===== src/rtl/io_delay_pkg.sv =====
// rtl/io_delay_pkg.sv - shared types, tap constants and init-tap helper for io_delay_tuner
package io_delay_pkg;

  typedef enum logic [1:0] {
    OP_LOAD = 2'd0,
    OP_INC  = 2'd1,
    OP_DEC  = 2'd2,
    OP_READ = 2'd3
  } cmd_op_e;

  typedef enum logic [2:0] {
    S_WAIT_CAL,
    S_INIT,
    S_IDLE,
    S_APPLY,
    S_SETTLE,
    S_RESP
  } state_e;

  localparam int TAP_PS_200 = 78;
  localparam int TAP_PS_400 = 39;
  localparam int MAX_TAPS   = 31;

  function automatic int calc_init_taps(input int cal_freq, input int init_delay);
    return init_delay / ((cal_freq == 400) ? TAP_PS_400 : TAP_PS_200);
  endfunction

endpackage


===== src/rtl/io_delay_lane.sv =====
// rtl/io_delay_lane.sv - one delay lane: shadow tap count, load value and registered primitive pulses
module io_delay_lane #(
  parameter logic [4:0] INIT_TAPS = 5'd0
) (
  input  logic       clk,
  input  logic       rst_n,
  input  logic       init_ld,
  input  logic       load,
  input  logic       step,
  input  logic       step_up,
  input  logic [4:0] load_taps,
  output logic [4:0] shadow,
  output logic [4:0] cntvaluein,
  output logic       ld,
  output logic       ce,
  output logic       inc
);

  // Pulses are registered so every primitive control is exactly one clean cycle wide.
  always_ff @(posedge clk or negedge rst_n) begin
    if (!rst_n) begin
      shadow     <= INIT_TAPS;
      cntvaluein <= INIT_TAPS;
      ld         <= 1'b0;
      ce         <= 1'b0;
      inc        <= 1'b0;
    end else begin
      ld  <= init_ld | load;
      ce  <= step;
      inc <= step & step_up;
      if (init_ld) begin
        shadow     <= INIT_TAPS;
        cntvaluein <= INIT_TAPS;
      end else if (load) begin
        shadow     <= load_taps;
        cntvaluein <= load_taps;
      end else if (step) begin
        shadow <= step_up ? shadow + 5'd1 : shadow - 5'd1;
      end
    end
  end

endmodule


===== src/rtl/io_delay_tuner.sv =====
// rtl/io_delay_tuner.sv - per-lane IDELAYE2 VAR_LOAD controller with shadow taps and command/response port
// Optional IODELAY_GLITCHLESS_EN: LOAD walks the tap count with single CE steps instead of an LD pulse.
module io_delay_tuner #(
  parameter int WIDTH         = 16,
  parameter int CAL_FREQ      = 200,
  parameter int INIT_DELAY    = 100,
  parameter int SETTLE_CYCLES = 4
) (
  input  logic               clk,
  input  logic               rst_n,
  input  logic               cal_ready,
  input  logic               cmd_valid,
  output logic               cmd_ready,
  input  logic [4:0]         cmd_lane,
  input  logic [1:0]         cmd_op,
  input  logic [4:0]         cmd_taps,
  output logic               rsp_valid,
  output logic [4:0]         rsp_lane,
  output logic [4:0]         rsp_taps,
  output logic               rsp_err,
  output logic [WIDTH-1:0]   dly_ld,
  output logic [WIDTH-1:0]   dly_ce,
  output logic [WIDTH-1:0]   dly_inc,
  output logic [5*WIDTH-1:0] dly_cntvaluein
);
  import io_delay_pkg::*;

`ifdef IODELAY_GLITCHLESS_EN
  localparam bit GLITCHLESS = 1'b1;
`else
  localparam bit GLITCHLESS = 1'b0;
`endif

  localparam int         INIT_TAPS_I = calc_init_taps(CAL_FREQ, INIT_DELAY);
  localparam logic [4:0] INIT_TAPS   = 5'(INIT_TAPS_I);

  if (INIT_TAPS_I > MAX_TAPS) begin : g_bad_init
    $fatal(1, "io_delay_tuner: INIT_DELAY gives %0d taps, above %0d", INIT_TAPS_I, MAX_TAPS);
  end

  state_e     state, state_d;
  logic [4:0] lane_q, taps_q;
  cmd_op_e    op_q;
  logic       cmd_active;
  logic [3:0] cnt;
  logic       settle_done;

  logic       latch, init_stb, ld_stb, step_stb, step_up;
  logic [4:0] stb_lane, stb_taps;
  logic       rsp_set, rsp_err_d;
  logic [4:0] rsp_lane_d, rsp_taps_d;

  logic [4:0] shadow_w [WIDTH];
  logic [4:0] cmd_sh, lat_sh;
  logic       lane_ok;

  assign lane_ok     = ({27'd0, cmd_lane} < 32'(WIDTH));
  assign settle_done = (cnt == 4'(SETTLE_CYCLES - 1));
  assign cmd_ready   = (state == S_IDLE) && cal_ready;

  // Out-of-range lanes read back as zero taps.
  always_comb begin
    cmd_sh = 5'd0;
    lat_sh = 5'd0;
    for (int i = 0; i < WIDTH; i++) begin
      if (cmd_lane == 5'(i)) cmd_sh = shadow_w[i];
      if (lane_q == 5'(i))   lat_sh = shadow_w[i];
    end
  end

  always_comb begin
    state_d    = state;
    latch      = 1'b0;
    init_stb   = 1'b0;
    ld_stb     = 1'b0;
    step_stb   = 1'b0;
    step_up    = 1'b0;
    stb_lane   = lane_q;
    stb_taps   = taps_q;
    rsp_set    = 1'b0;
    rsp_err_d  = 1'b0;
    rsp_lane_d = lane_q;
    rsp_taps_d = lat_sh;
    unique case (state)
      S_WAIT_CAL: begin
        if (cal_ready) begin
          init_stb = 1'b1;
          state_d  = S_INIT;
        end
      end
      S_INIT: state_d = cal_ready ? S_SETTLE : S_WAIT_CAL;
      S_IDLE: begin
        if (!cal_ready) begin
          state_d = S_WAIT_CAL;
        end else if (cmd_valid) begin
          latch      = 1'b1;
          stb_lane   = cmd_lane;
          stb_taps   = cmd_taps;
          rsp_lane_d = cmd_lane;
          rsp_taps_d = cmd_sh;
          rsp_set    = 1'b1;
          state_d    = S_RESP;
          if (!lane_ok) begin
            rsp_err_d = 1'b1;
          end else begin
            case (cmd_op_e'(cmd_op))
              OP_INC: begin
                if (cmd_sh == 5'(MAX_TAPS)) rsp_err_d = 1'b1;
                else begin step_stb = 1'b1; step_up = 1'b1; end
              end
              OP_DEC: begin
                if (cmd_sh == 5'd0) rsp_err_d = 1'b1;
                else step_stb = 1'b1;
              end
              OP_LOAD: begin
                if (!GLITCHLESS) ld_stb = 1'b1;
                else if (cmd_taps != cmd_sh) begin
                  step_stb = 1'b1;
                  step_up  = (cmd_taps > cmd_sh);
                end
              end
              default: ;
            endcase
          end
          if (step_stb || ld_stb) begin
            rsp_set = 1'b0;
            state_d = S_APPLY;
          end
        end
      end
      S_APPLY: begin
        if (!cal_ready) begin
          rsp_set   = 1'b1;
          rsp_err_d = 1'b1;
          state_d   = S_WAIT_CAL;
        end else begin
          state_d = S_SETTLE;
        end
      end
      S_SETTLE: begin
        if (!cal_ready) begin
          rsp_set   = cmd_active;
          rsp_err_d = 1'b1;
          state_d   = S_WAIT_CAL;
        end else if (settle_done) begin
          if (!cmd_active) begin
            state_d = S_IDLE;
          end else if (GLITCHLESS && (op_q == OP_LOAD) && (lat_sh != taps_q)) begin
            step_stb = 1'b1;
            step_up  = (taps_q > lat_sh);
            state_d  = S_APPLY;
          end else begin
            rsp_set = 1'b1;
            state_d = S_RESP;
          end
        end
      end
      S_RESP:  state_d = cal_ready ? S_IDLE : S_WAIT_CAL;
      default: state_d = S_WAIT_CAL;
    endcase
  end

  always_ff @(posedge clk or negedge rst_n) begin
    if (!rst_n) begin
      state      <= S_WAIT_CAL;
      lane_q     <= 5'd0;
      op_q       <= OP_READ;
      taps_q     <= 5'd0;
      cmd_active <= 1'b0;
      cnt        <= 4'd0;
      rsp_valid  <= 1'b0;
      rsp_lane   <= 5'd0;
      rsp_taps   <= 5'd0;
      rsp_err    <= 1'b0;
    end else begin
      state <= state_d;
      if (latch) begin
        lane_q <= cmd_lane;
        op_q   <= cmd_op_e'(cmd_op);
        taps_q <= cmd_taps;
      end
      // Distinguishes a command's settle window from the post-INIT one.
      cmd_active <= ((state_d == S_APPLY) || (state_d == S_SETTLE)) && (cmd_active || latch);
      cnt        <= (state == S_SETTLE) ? cnt + 4'd1 : 4'd0;
      rsp_valid  <= rsp_set;
      if (rsp_set) begin
        rsp_lane <= rsp_lane_d;
        rsp_taps <= rsp_taps_d;
        rsp_err  <= rsp_err_d;
      end
    end
  end

  for (genvar i = 0; i < WIDTH; i++) begin : g_lane
    logic sel;
    assign sel = (stb_lane == 5'(i));
    io_delay_lane #(.INIT_TAPS(INIT_TAPS)) u_lane (
      .clk        (clk),
      .rst_n      (rst_n),
      .init_ld    (init_stb),
      .load       (ld_stb & sel),
      .step       (step_stb & sel),
      .step_up    (step_up),
      .load_taps  (stb_taps),
      .shadow     (shadow_w[i]),
      .cntvaluein (dly_cntvaluein[5*i +: 5]),
      .ld         (dly_ld[i]),
      .ce         (dly_ce[i]),
      .inc        (dly_inc[i])
    );
  end

endmodule


===== config.mk =====
export PLATFORM = sky130hd
export DESIGN_NAME = io_delay_tuner
export DESIGN_NICKNAME = d
export VERILOG_FILES = /design/src/rtl/io_delay_pkg.sv /design/src/rtl/io_delay_lane.sv /design/src/rtl/io_delay_tuner.sv
export SDC_FILE = /design/constraint.sdc
export NUM_CORES = 1
export LEC_CHECK = 0
export CAP_MARGIN = 0
export CORE_MARGIN = 2
export CORE_UTILIZATION = 50
export CTS_BUF_LIST = sky130_fd_sc_hd__clkbuf_16
export DETAILED_ROUTE_END_ITERATION = 8
export PLACE_DENSITY = 0.71
export SETUP_SLACK_MARGIN = 0.05
export SLEW_MARGIN = 20
export SYNTH_ARGS = -nofsm -noshare
export SYNTH_HDL_FRONTEND = slang
export SYNTH_SLANG_ARGS = --single-unit

===== constraint.sdc =====
create_clock -name clk -period 12.8 [get_ports clk]
set_input_delay 1.28 -clock clk [delete_from_list [all_inputs] [get_ports clk]]
set_output_delay 1.28 -clock clk [all_outputs]
set_load 0.05 [all_outputs]

==> results of run 1 <==
==> synth_stat cells (11+ instances only) <==
cell type | n | area share [%]
a211oi_1 | 16 | 0.87
a21o_1 | 35 | 1.9
a21oi_1 | 148 | 5.3
a22oi_1 | 11 | 0.60
and2_1 | 12 | 0.54
buf_2 | 20 | 0.72
buf_4 | 51 | 2.8
clkbuf_1 | 30 | 0.81
dfrtp_1 | 206 | 37
dfstp_2 | 32 | 6.1
fa_1 | 16 | 2.3
ha_1 | 52 | 4.7
inv_1 | 49 | 1.3
mux2_2 | 11 | 0.89
mux2i_1 | 57 | 4.1
nand2_1 | 166 | 4.5
nand3_1 | 15 | 0.54
nor2_1 | 155 | 4.2
nor2b_1 | 12 | 0.54
nor3_1 | 20 | 0.72
o21ai_0 | 113 | 4.1
o22ai_1 | 17 | 0.77
xnor2_1 | 49 | 3.1
xor2_1 | 30 | 1.9
==> routing by layer <==
metal / track usage [%] / share of wire, %
met5: 0 / 0
met4: 12.19 / 4.0
met3: 5.953 / 8.1
met2: 48.29 / 44
met1: 45.26 / 44
==> flip-flops by register name (all words and copies together) (netlist names) <==
name	cells
state	3
g_lane.u_lane.cntvaluein	80
g_lane.u_lane.shadow	80
lane_q	5
rsp_valid	1
taps_q	5
rsp_err	1
g_lane.u_lane.ce	16
rsp_lane	5
g_lane.u_lane.inc	16
cnt	4
rsp_taps	5
cmd_active	1
g_lane.u_lane.ld	16
==> metrics by stage <==
stage	power (uW)	instance area [sq um]	hold WS, ps	instances
after CTS	2433	16160	470.3	1964
final	2432	16160	467.9	1966
after global placement	1712	15380	447.9	1919
after global routing	2536	16160	493.4	1964
after floorplan	1432	13860	430.8	1481
after detailed placement	1719	15380	459.7	1919
==> power groups by stage <==
stage | sequential, uW | combinational, uW | clock [uW]
3_5_place_dp | 930 | 789 | 0
6_report | 919 | 803 | 710
3_3_place_gp | 929 | 783 | 0
5_1_grt | 927 | 857 | 751
2_1_floorplan | 1050 | 377 | 0
4_1_cts | 917 | 793 | 723
==> path summary, 6_finish.rpt <==
check / endpoint / cells after the start / slack, ps
max reg2reg: g_lane[2].u_lane.shadow[4] / 15 / 8180
max: g_lane[2].u_lane.shadow[4] / 16 / 6580
min in group asynchronous: g_lane[3].u_lane.ld / 1 / 790
max in group asynchronous: g_lane[12].u_lane.ce / 2 / 10560
min reg2reg: g_lane[11].u_lane.cntvaluein[1] / 2 / 470
min: g_lane[11].u_lane.cntvaluein[1] / 2 / 470
==> layout make-up <==
| cell class | count | area share [%] |
|---|---|---|
| Antenna cell | 2 | 0.03096 |
| Sequential cell | 238 | 37.09 |
| Tap cell | 372 | 2.879 |
| Timing Repair Buffer | 175 | 10.54 |
| Clock inverter | 20 | 0.9521 |
| Clock buffer | 25 | 3.870 |
| Inverter | 55 | 1.277 |
| Multi-Input combinational cell | 1079 | 43.35 |
==> worst max-delay path, delay by kind of cell <==
family / cells / cell delay [ps]
AND/OR/NAND/NOR: 5 / 2080
buffers and inverters: 2 / 1620
AO/OA/AOI/OAI: 6 / 1010
adder cells (fa/ha/maj): 1 / 370
XOR/XNOR: 2 / 210
==> kinds of logic (layout without fill, tap and decap cells) <==
| kind of cell | after synthesis | count (layout) | share of synthesized area, % |
|---|---|---|---|
| AND/OR/NAND/NOR | 453 | 453 | 15.19 |
| multiplexers | 79 | 79 | 6.148 |
| XOR/XNOR | 79 | 79 | 4.993 |
| AO/OA/AOI/OAI | 400 | 400 | 17.18 |
| buffers and inverters | 164 | 275 | 6.221 |
| flip-flops | 238 | 238 | 43.26 |
| adder cells (fa/ha/maj) | 68 | 68 | 7.006 |
| other | 0 | 2 | 0 |
==> metrics, run 1 <==
setup bufs post-CTS=0; vias in the first global route=between 10000 and 15000; # resized after CTS=0; Worst EP arrival=6630 ps; post-DP HPWL=33.21 mm; Layout fillers=between 2000 and 2500; Die X=approximately 170 um; fin crit share=between 40% and 50%; multi-input logic area=roughly 7000 sq um; Logic pwr share=approximately a third; Sinks on Clock Net=around 240; Residual DRC=0; outcome=finished clean; nets=roughly 1700; syn nets=around 1600; H-Tree Depth=1; CTS buffer count=25; clk_skew=between 10 and 15 ps; GR Util All Layers=31.80%; critical path class=in2reg; Port-buffer cells=between 150 and 200; CTS tree=built; TritonRoute pass-1 iters=8; unrepaired setup endpoints after global routing=false; Cells after Synth=between 1000 and 1500; commonest non-fill, non-tap cell in the layout=dfrtp_1; WL/cell=23.31 um; Die Y=about 170 um; worst hold start=g_lane[11].u_lane.cntvaluein[1]; Rows=60; first-pass GRT wire length=slightly below 70 mm; Ports=about 160; HP Class=reg2reg; Psw=between 900 and 1000 uW; worst slack at placement=~6000 ps; Critical Path Start=cmd_lane[2]; setup ws final=6576 ps; vias per inst=~6; share of the yosys chip area belonging to registers=~43%; max-slew violations=0; clock power share=a little under 30%; sequential share of power=37.8%; DRT iter0 DRCs=between 1000 and 1500; Final Setup Violations=0; starting density of the core=51.14%; Pwr Density=150.4 nW/um^2; Netlist cell types=75; max_cap viols=0; Routed WL=between 40 and 50 mm; hold bufs inserted after CTS=0; CTS Root Cell=clkbuf_16; Critical Path RT=13210 ps; yosys warns=0; Layout area overhead=16.64%; Internal=~1500 uW; share of cells above drive strength 1=just under 8%; Max VDD drop=0.0001098 V; Core ar.=approximately 27000 sq um; largest net degree at the start of global routing=97; Fin Setup TNS=0 ps; worst-path cell chain=clkdlybuf4s50_1 -> or3b_2 -> a21oi_1 -> a311oi_1 -> or3_1 -> a21oi_1 -> and3_1 -> or2_4 -> buf_4 -> ha_1 -> a21o_1 -> a21oi_1 -> xnor2_1 -> or3_1 -> xnor2_1 -> a21oi_1; via count of the routed design=between 10000 and 15000; worst slew pin tran=between 1000 and 1500 ps; initial antenna violation count=2; Main synth FF type=dfrtp_1; Max stage delay on crit path=around 1100 ps; sw frac=a little under two fifths; Clock transition at path regs=around 70 ps; Post-synth EDFFs=0; crit end category=flip-flop; type of origin of the critical path=input port; headroom to the max-slew limit=between 20% and 30%; ys async rst share=100.0%; Crit Path Max Fanout=38; Pleak=between 0.007 and 0.008 uW; global route overflow=0; utilization after layout=59.64%; r2r startpoint=g_lane[6].u_lane.shadow[0]; #FFs+latches synth=approximately 240; Bufs on Longest Clock Path=3; highest-count cells in the layout ignoring fill and taps=dfrtp_1, nand2_1, nor2_1; most frequent CP cell=a21oi_1; GP Congestion=1.038; maximum clock rate=between 0.15 and 0.2 GHz; Syn Area/Cell=a little over 9 sq um; Final ANT Viol Nets=0; slowest CP cell=clkdlybuf4s50_1; synthesized area=13860 sq um; register area=5996 sq um; die area=a little under 30000 sq um; Final Hold Fails=0; worst skew pair latency=about 530 ps; Final Critical Period=between 6000 and 7000 ps
(Power assumes the default switching activity.)
==> run 2, diff against run 1 <==
--- a/config.mk
+++ b/config.mk
@@ -10,7 +10,7 @@
 export CORE_UTILIZATION = 50
 export CTS_BUF_LIST = sky130_fd_sc_hd__clkbuf_16
 export DETAILED_ROUTE_END_ITERATION = 8
-export PLACE_DENSITY = 0.71
+export PLACE_DENSITY = 0.74
 export SETUP_SLACK_MARGIN = 0.05
 export SLEW_MARGIN = 20
 export SYNTH_ARGS = -nofsm -noshare
==> constraint.sdc (replaced) <==
create_clock -name clk -period 5.7 [get_ports clk]
set_input_delay 0.57 -clock clk [delete_from_list [all_inputs] [get_ports clk]]
set_output_delay 0.57 -clock clk [all_outputs]
set_load 0.05 [all_outputs]
==> run 2 against run 1 <==
  * Highest routed layer unchanged
  * Clock skew up 13 ps
  * Global-route usage rose by 1.4 points
  * Clock power grew 110%
  * Clock-buffer cell count is the same
  * Worst setup slack got worse by 5700 ps
  * Register-to-register slack worse by 6900 ps
  * Via count grew 3.6%
  * Sequential share of layout area shrank 0.60 points
  * Critical path depth shrank 4
  * Non-clock buffer count up 39
==> metrics, run 2 (same netlist as run 1, synthesis figures left out) <==
crit end category=flip-flop; Final ANT Viol Nets=0; starting density of the core=between 50 and 60%; Max VDD drop=~0.00026 V; vias per inst=roughly 6; Crit Path Max Fanout=25; critical path class=in2reg; dpl cells=1958; Critical Path RT=6110 ps; Ports=approximately 160; Worst EP arrival=~5200 ps; largest net degree at the start of global routing=139; GR Util All Layers=between 30% and 40%; Crit path max-delay family=compound AO/OA/AOI/OAI gates; TritonRoute pass-1 iters=5; Fin Setup TNS=0 ps; GP Congestion=approximately 1; setup bufs post-CTS=0; highest-count cells in the layout ignoring fill and taps=dfrtp_1, nand2_1, nor2_1; Layout area overhead=18.55%; CTS tree=built; CTS buffer count=25; via count of the routed design=between 10000 and 15000; initial antenna violation count=2; utilization after layout=between 60% and 70%; setup ws final=roughly 880 ps; # resized after CTS=0; worst skew pair latency=approximately 550 ps; CP Buf/Inv Count=2; top flop regs=g_lane.u_lane.cntvaluein: 80 flops, g_lane.u_lane.shadow: 80 flops; HP Class=in2async; outcome=finished clean; r2r startpoint=g_lane[4].u_lane.shadow[0]; Rows=60; type of origin of the critical path=input port; H-Tree Depth=1; DRT iter0 DRCs=1185; CTS Root Cell=clkbuf_16; placed cell area=between 15000 and 20000 sq um; nets=1697; fin crit share=84.48%; slowest CP cell=a41oi_1; fin cells=between 2000 and 2500; Port-buffer cells=approximately 160; Final Setup Violations=0; Bufs on Longest Clock Path=3; worst-path cell chain=clkdlybuf4s50_1 -> buf_12 -> nand2b_1 -> a21oi_1 -> a311oi_1 -> o21a_1 -> nor2_1 -> a41oi_1 -> nand3_1 -> nor2_1 -> mux2i_1 -> a21oi_1; hold bufs inserted after CTS=0; unrepaired setup endpoints after global routing=false; R2R Setup Slk=roughly 1300 ps; reg2reg end=g_lane[11].u_lane.shadow[4]; design area=approximately 16000 sq um; WL/cell=~24 um; Pwr Density=about 330 nW/um^2; Residual DRC=0; max-slew violations=0; worst r2r path cells=15; headroom to the max-slew limit=19.92%; first-pass GRT wire length=just over 70 mm; Max stage delay on crit path=just under 800 ps; clk_skew=25.95 ps; Routed WL=around 48 mm; global route overflow=0; post-DP HPWL=35.17 mm; Pleak=about 0.0072 uW; Final Critical Period=between 4000 and 5000 ps; Core ar.=around 27000 sq um; Sinks on Clock Net=between 200 and 250; Final Hold Fails=0; Die X=around 170 um; die area=between 20000 and 30000 sq um; maximum clock rate=about 0.21 GHz; max_cap viols=0; Clock transition at path regs=approximately 60 ps; worst slack at placement=about 420 ps; Critical Path Start=cmd_lane[0]; Die Y=170.5 um; worst slew pin tran=around 1200 ps; share of cells above drive strength 1=approximately a tenth; vias in the first global route=approximately 12000; commonest non-fill, non-tap cell in the layout=dfrtp_1
==> run 2: changes by cell type in the layout (fill, tap and decap cells not counted), moves of 2 or more <==
| cell | delta |
|---|---|
| inv_1 | -6 |
| buf_4 | +37 |
| clkinvlp_4 | +4 |
| bufinv_16 | -3 |
| buf_12 | +2 |
| clkinv_2 | +4 |
==> run 2: how the worst max path moves through the flow <==
stage / endpoint / depth (start not counted) / slack (ps)
after floorplan: g_lane[2].u_lane.shadow[4] / 18 / 620
after global placement: g_lane[12].u_lane.shadow[4] / 17 / 470
after detailed placement: g_lane[14].u_lane.shadow[4] / 17 / 420
after CTS: g_lane[14].u_lane.shadow[4] / 17 / 1010
after global routing: g_lane[12].u_lane.shadow[4] / 16 / 610
final: g_lane[0].u_lane.shadow[3] / 12 / 880
==> run 2: cell type report <==
class	instances	area, sq um
Antenna cell	1	2.502
Clock buffer	25	625.6
Clock inverter	21	103.9
Fill cell	2330	10670
Inverter	55	206.4
Multi-Input combinational cell	1079	7008
Sequential cell	238	5996
Tap cell	372	465.4
Timing Repair Buffer	214	2022
==> run 2: report_power, final <==
part	leakage, uW	internal, uW	total (uW)	switching, uW
Clock	0.000370	796	1490	697
Sequential	0.00314	1890	2070	184
Combinational	0.00372	584	1840	1260
Total	0.00723	3270	5410	2140
==> run 2: layer usage <==
metal / share of wire (%) / wire, um / track usage, % / vias up
met3: 7.5 / 3563 / 5.047 / 92
met5: 0 / 0 / 0 / -
met1: 44 / 20800 / 47.46 / 5975
li1: - / - / - / 5405
met2: 45 / 21390 / 51.17 / 522
met4: 3.9 / 1868 / 12.19 / 0
==> run 2: worst reg2reg max path, stage by stage, from the launching register on <==
cell,delay [ps]
dfstp_2,630
mux2i_1,120
mux2_2,300
a221oi_1,560
o21ai_0,210
nor3b_1,230
and3_1,200
or2_4,500
buf_4,330
ha_1,290
a21o_1,170
a21oi_1,200
xor2_1,170
nand2_1,80
xor2_1,150
a21oi_1,140
==> run 2: stage by stage <==
stage               hold WS [ps]  total power (uW)
finish                     36.28              5409
detailed placement         463.1              3908
CTS                        77.01              5409
floorplan                  274.4              3215
global placement           453.7              3893
global route               96.06              5625
==> run 3, diff against run 2 <==
==> constraint.sdc (replaced) <==
create_clock -name clk -period 4.3 [get_ports clk]
set_input_delay 0.43 -clock clk [delete_from_list [all_inputs] [get_ports clk]]
set_output_delay 0.43 -clock clk [all_outputs]
set_load 0.05 [all_outputs]
==> run 3 against run 2 <==
  * Clock-buffer cell count rose by 1
  * Final cell count is 8.9% higher
  * Sequential power rose by 33%
  * Global-route usage increased by 2.2 points
  * Routed wire length increased by 6.9%
  * Worst hold slack gained 430 ps
  * Critical path depth rose by 9
  * Sequential share of layout area is 3.2 points lower
  * Clock skew rose by 3.5 ps
  * Combinational power is 46% higher
  * Flip-flop and latch count is the same
  * Utilization rose by 5.9 points
  * Largest power group unchanged
==> metrics, run 3 (same netlist as run 1, synthesis figures left out) <==
worst-path cell chain=clkdlybuf4s50_1 -> buf_6 -> buf_4 -> inv_4 -> buf_4 -> o22a_1 -> o32ai_1 -> a211oi_2 -> buf_4 -> o21ai_1 -> and3_1 -> or2_4 -> buf_12 -> buf_4 -> fa_1 -> a21o_1 -> a21oi_1 -> xnor2_1 -> nor4_2 -> xnor2_1 -> a211oi_1; highest-count cells in the layout ignoring fill and taps=buf_4, dfrtp_1, nand2_1; max_cap viols=0; H-Tree Depth=1; Ports=157; Rows=60; Critical Path RT=4740 ps; total power=roughly 7600 uW; vias in the first global route=12750; Max stage delay on crit path=430 ps; Max VDD drop=between 0.0004 and 0.0005 V; sequential share of power=36.2%; worst skew pair latency=approximately 550 ps; critical path class=in2reg; share of cells above drive strength 1=roughly a fifth; Bufs on Longest Clock Path=3; vias per inst=between 5 and 6; global route overflow=0; headroom to the max-slew limit=roughly 36%; CTS Root Cell=clkbuf_16; Fin Setup TNS=0 ps; first-pass GRT wire length=roughly 77 mm; sw frac=between 30 and 40%; outcome=finished clean; Die Y=170.5 um; nets=~1900; Crit Path Max Fanout=16; post-DP HPWL=between 30 and 40 mm; TritonRoute pass-1 iters=7; worst hold start=cnt[0]; unrepaired setup endpoints after global routing=false; WL/cell=around 23 um; GR Util All Layers=between 30 and 40%; Final Critical Period=between 4000 and 5000 ps; CTS buffer count=26; n_diodes=0; worst slack at placement=-596.6 ps; Routed WL=50.92 mm; worst slew pin tran=approximately 960 ps; Die X=~170 um; Port-buffer cells=approximately 160; DRT iter0 DRCs=between 1000 and 1500; Final Hold Fails=0; maximum clock rate=approximately 0.24 GHz; Pleak=around 0.0082 uW; Psw=between 2000 and 3000 uW; GP Congestion=about 1.0; setup ws final=between 150 and 200 ps; clk_skew=29.44 ps; r2r startpoint=g_lane[7].u_lane.shadow[4]; Clock transition at path regs=around 60 ps; Hold WS=around 470 ps; most frequent CP cell=buf_4; die area=approximately 29000 sq um; Pwr Density=about 420 nW/um^2; Internal=between 4000 and 5000 uW; Logic pwr share=between 30% and 40%; starting density of the core=51.14%; Sinks on Clock Net=238; Layout area overhead=30.12%; top flop regs=g_lane.u_lane.cntvaluein: 80 flops, g_lane.u_lane.shadow: 80 flops; commonest non-fill, non-tap cell in the layout=buf_4; slowest CP cell=fa_1; clock power share=28.4%; Critical Path Start=cmd_lane[0]; max-slew violations=0; Core ar.=~27000 sq um; Worst EP arrival=roughly 4600 ps; CTS tree=built; Residual DRC=0; Final Setup Violations=0; via count of the routed design=around 13000; initial antenna violation count=0; fin crit share=95.66%; type of origin of the critical path=input port; HP Class=reg2reg; crit end category=flip-flop; Layout fillers=roughly 2200; Final ANT Viol Nets=0; largest net degree at the start of global routing=about 120
==> run 3: changes by cell type in the layout (fill, tap and decap cells not counted), moves of 3 or more <==
cell	before	now
a21oi_1	148	145
a21oi_2	0	3
buf_12	2	9
buf_4	56	224
clkinv_1	10	7
==> run 3: metrics by stage <==
step	util, %	instances	cell area (sq um)
CTS	66.18	2180	17930
detailed placement	63.06	2131	17090
global route	66.54	2183	18030
finish	66.54	2183	18030
global placement	63.06	2131	17090
floorplan	-	1481	13870
==> run 3: per-layer routing <==
layer  global-route usage (%)  routed length [um]  part of all wire (%)  vias up
li1                         -                   -                     -     5763
met1                    48.25               21820                    43     6234
met2                    54.84               22550                    44      570
met3                    6.860                4009                   7.9      122
met4                    16.05                2540                   5.0        0
met5                        0                   0                     0        -
==> run 3: power groups by stage <==
stage,Clock (uW),Combinational [uW],Sequential (uW)
3_3_place_gp,0,2590,2770
4_1_cts,2180,2640,2740
5_1_grt,2260,2840,2770
3_5_place_dp,0,2620,2780
2_1_floorplan,0,1120,3140
6_report,2160,2680,2750
==> run 3: path summary, 6_finish.rpt <==
kind	to	slack (ps)	depth (start not counted)
worst max-delay path	g_lane[14].u_lane.shadow[4]	190	21
worst min-delay path	cnt[0]	470	1
worst max register to register	g_lane[14].u_lane.shadow[4]	290	17
worst min register to register	cnt[0]	470	1
max in group asynchronous	g_lane[7].u_lane.shadow[0]	2670	3
min in group asynchronous	g_lane[8].u_lane.cntvaluein[1]	520	2
==> run 3: worst max-delay path, delay by kind of cell <==
family	cells	cell delay, ps
buffers and inverters	8	1500
AOI/OAI and AO/OA	7	1290
and+or+nand+nor	3	690
adders and majority gates	1	430
xor gates and xnor gates	2	190
==> run 3: repair_timing <==
| item | CTS | global route |
|---|---|---|
| pin swaps | 0 | 2 |
| hold buffers | 1 | 0 |
| endpoints found under the setup margin | 9 | 27 |
| gates resized for setup | 3 | 16 |
| setup buffers | 0 | 3 |
| hold endpoints to repair | 30 | 0 |
==> run 3: area by class of cell <==
class                           count  area (sq um)  area share (%)
Multi-Input combinational cell   1079          7091           39.32
Sequential cell                   238          5996           33.25
Timing Repair Buffer              391          3450           19.13
Clock buffer                       26         650.6           3.608
Tap cell                          372         465.4           2.581
Inverter                           55         209.0           1.159
Clock inverter                     22         171.4          0.9506
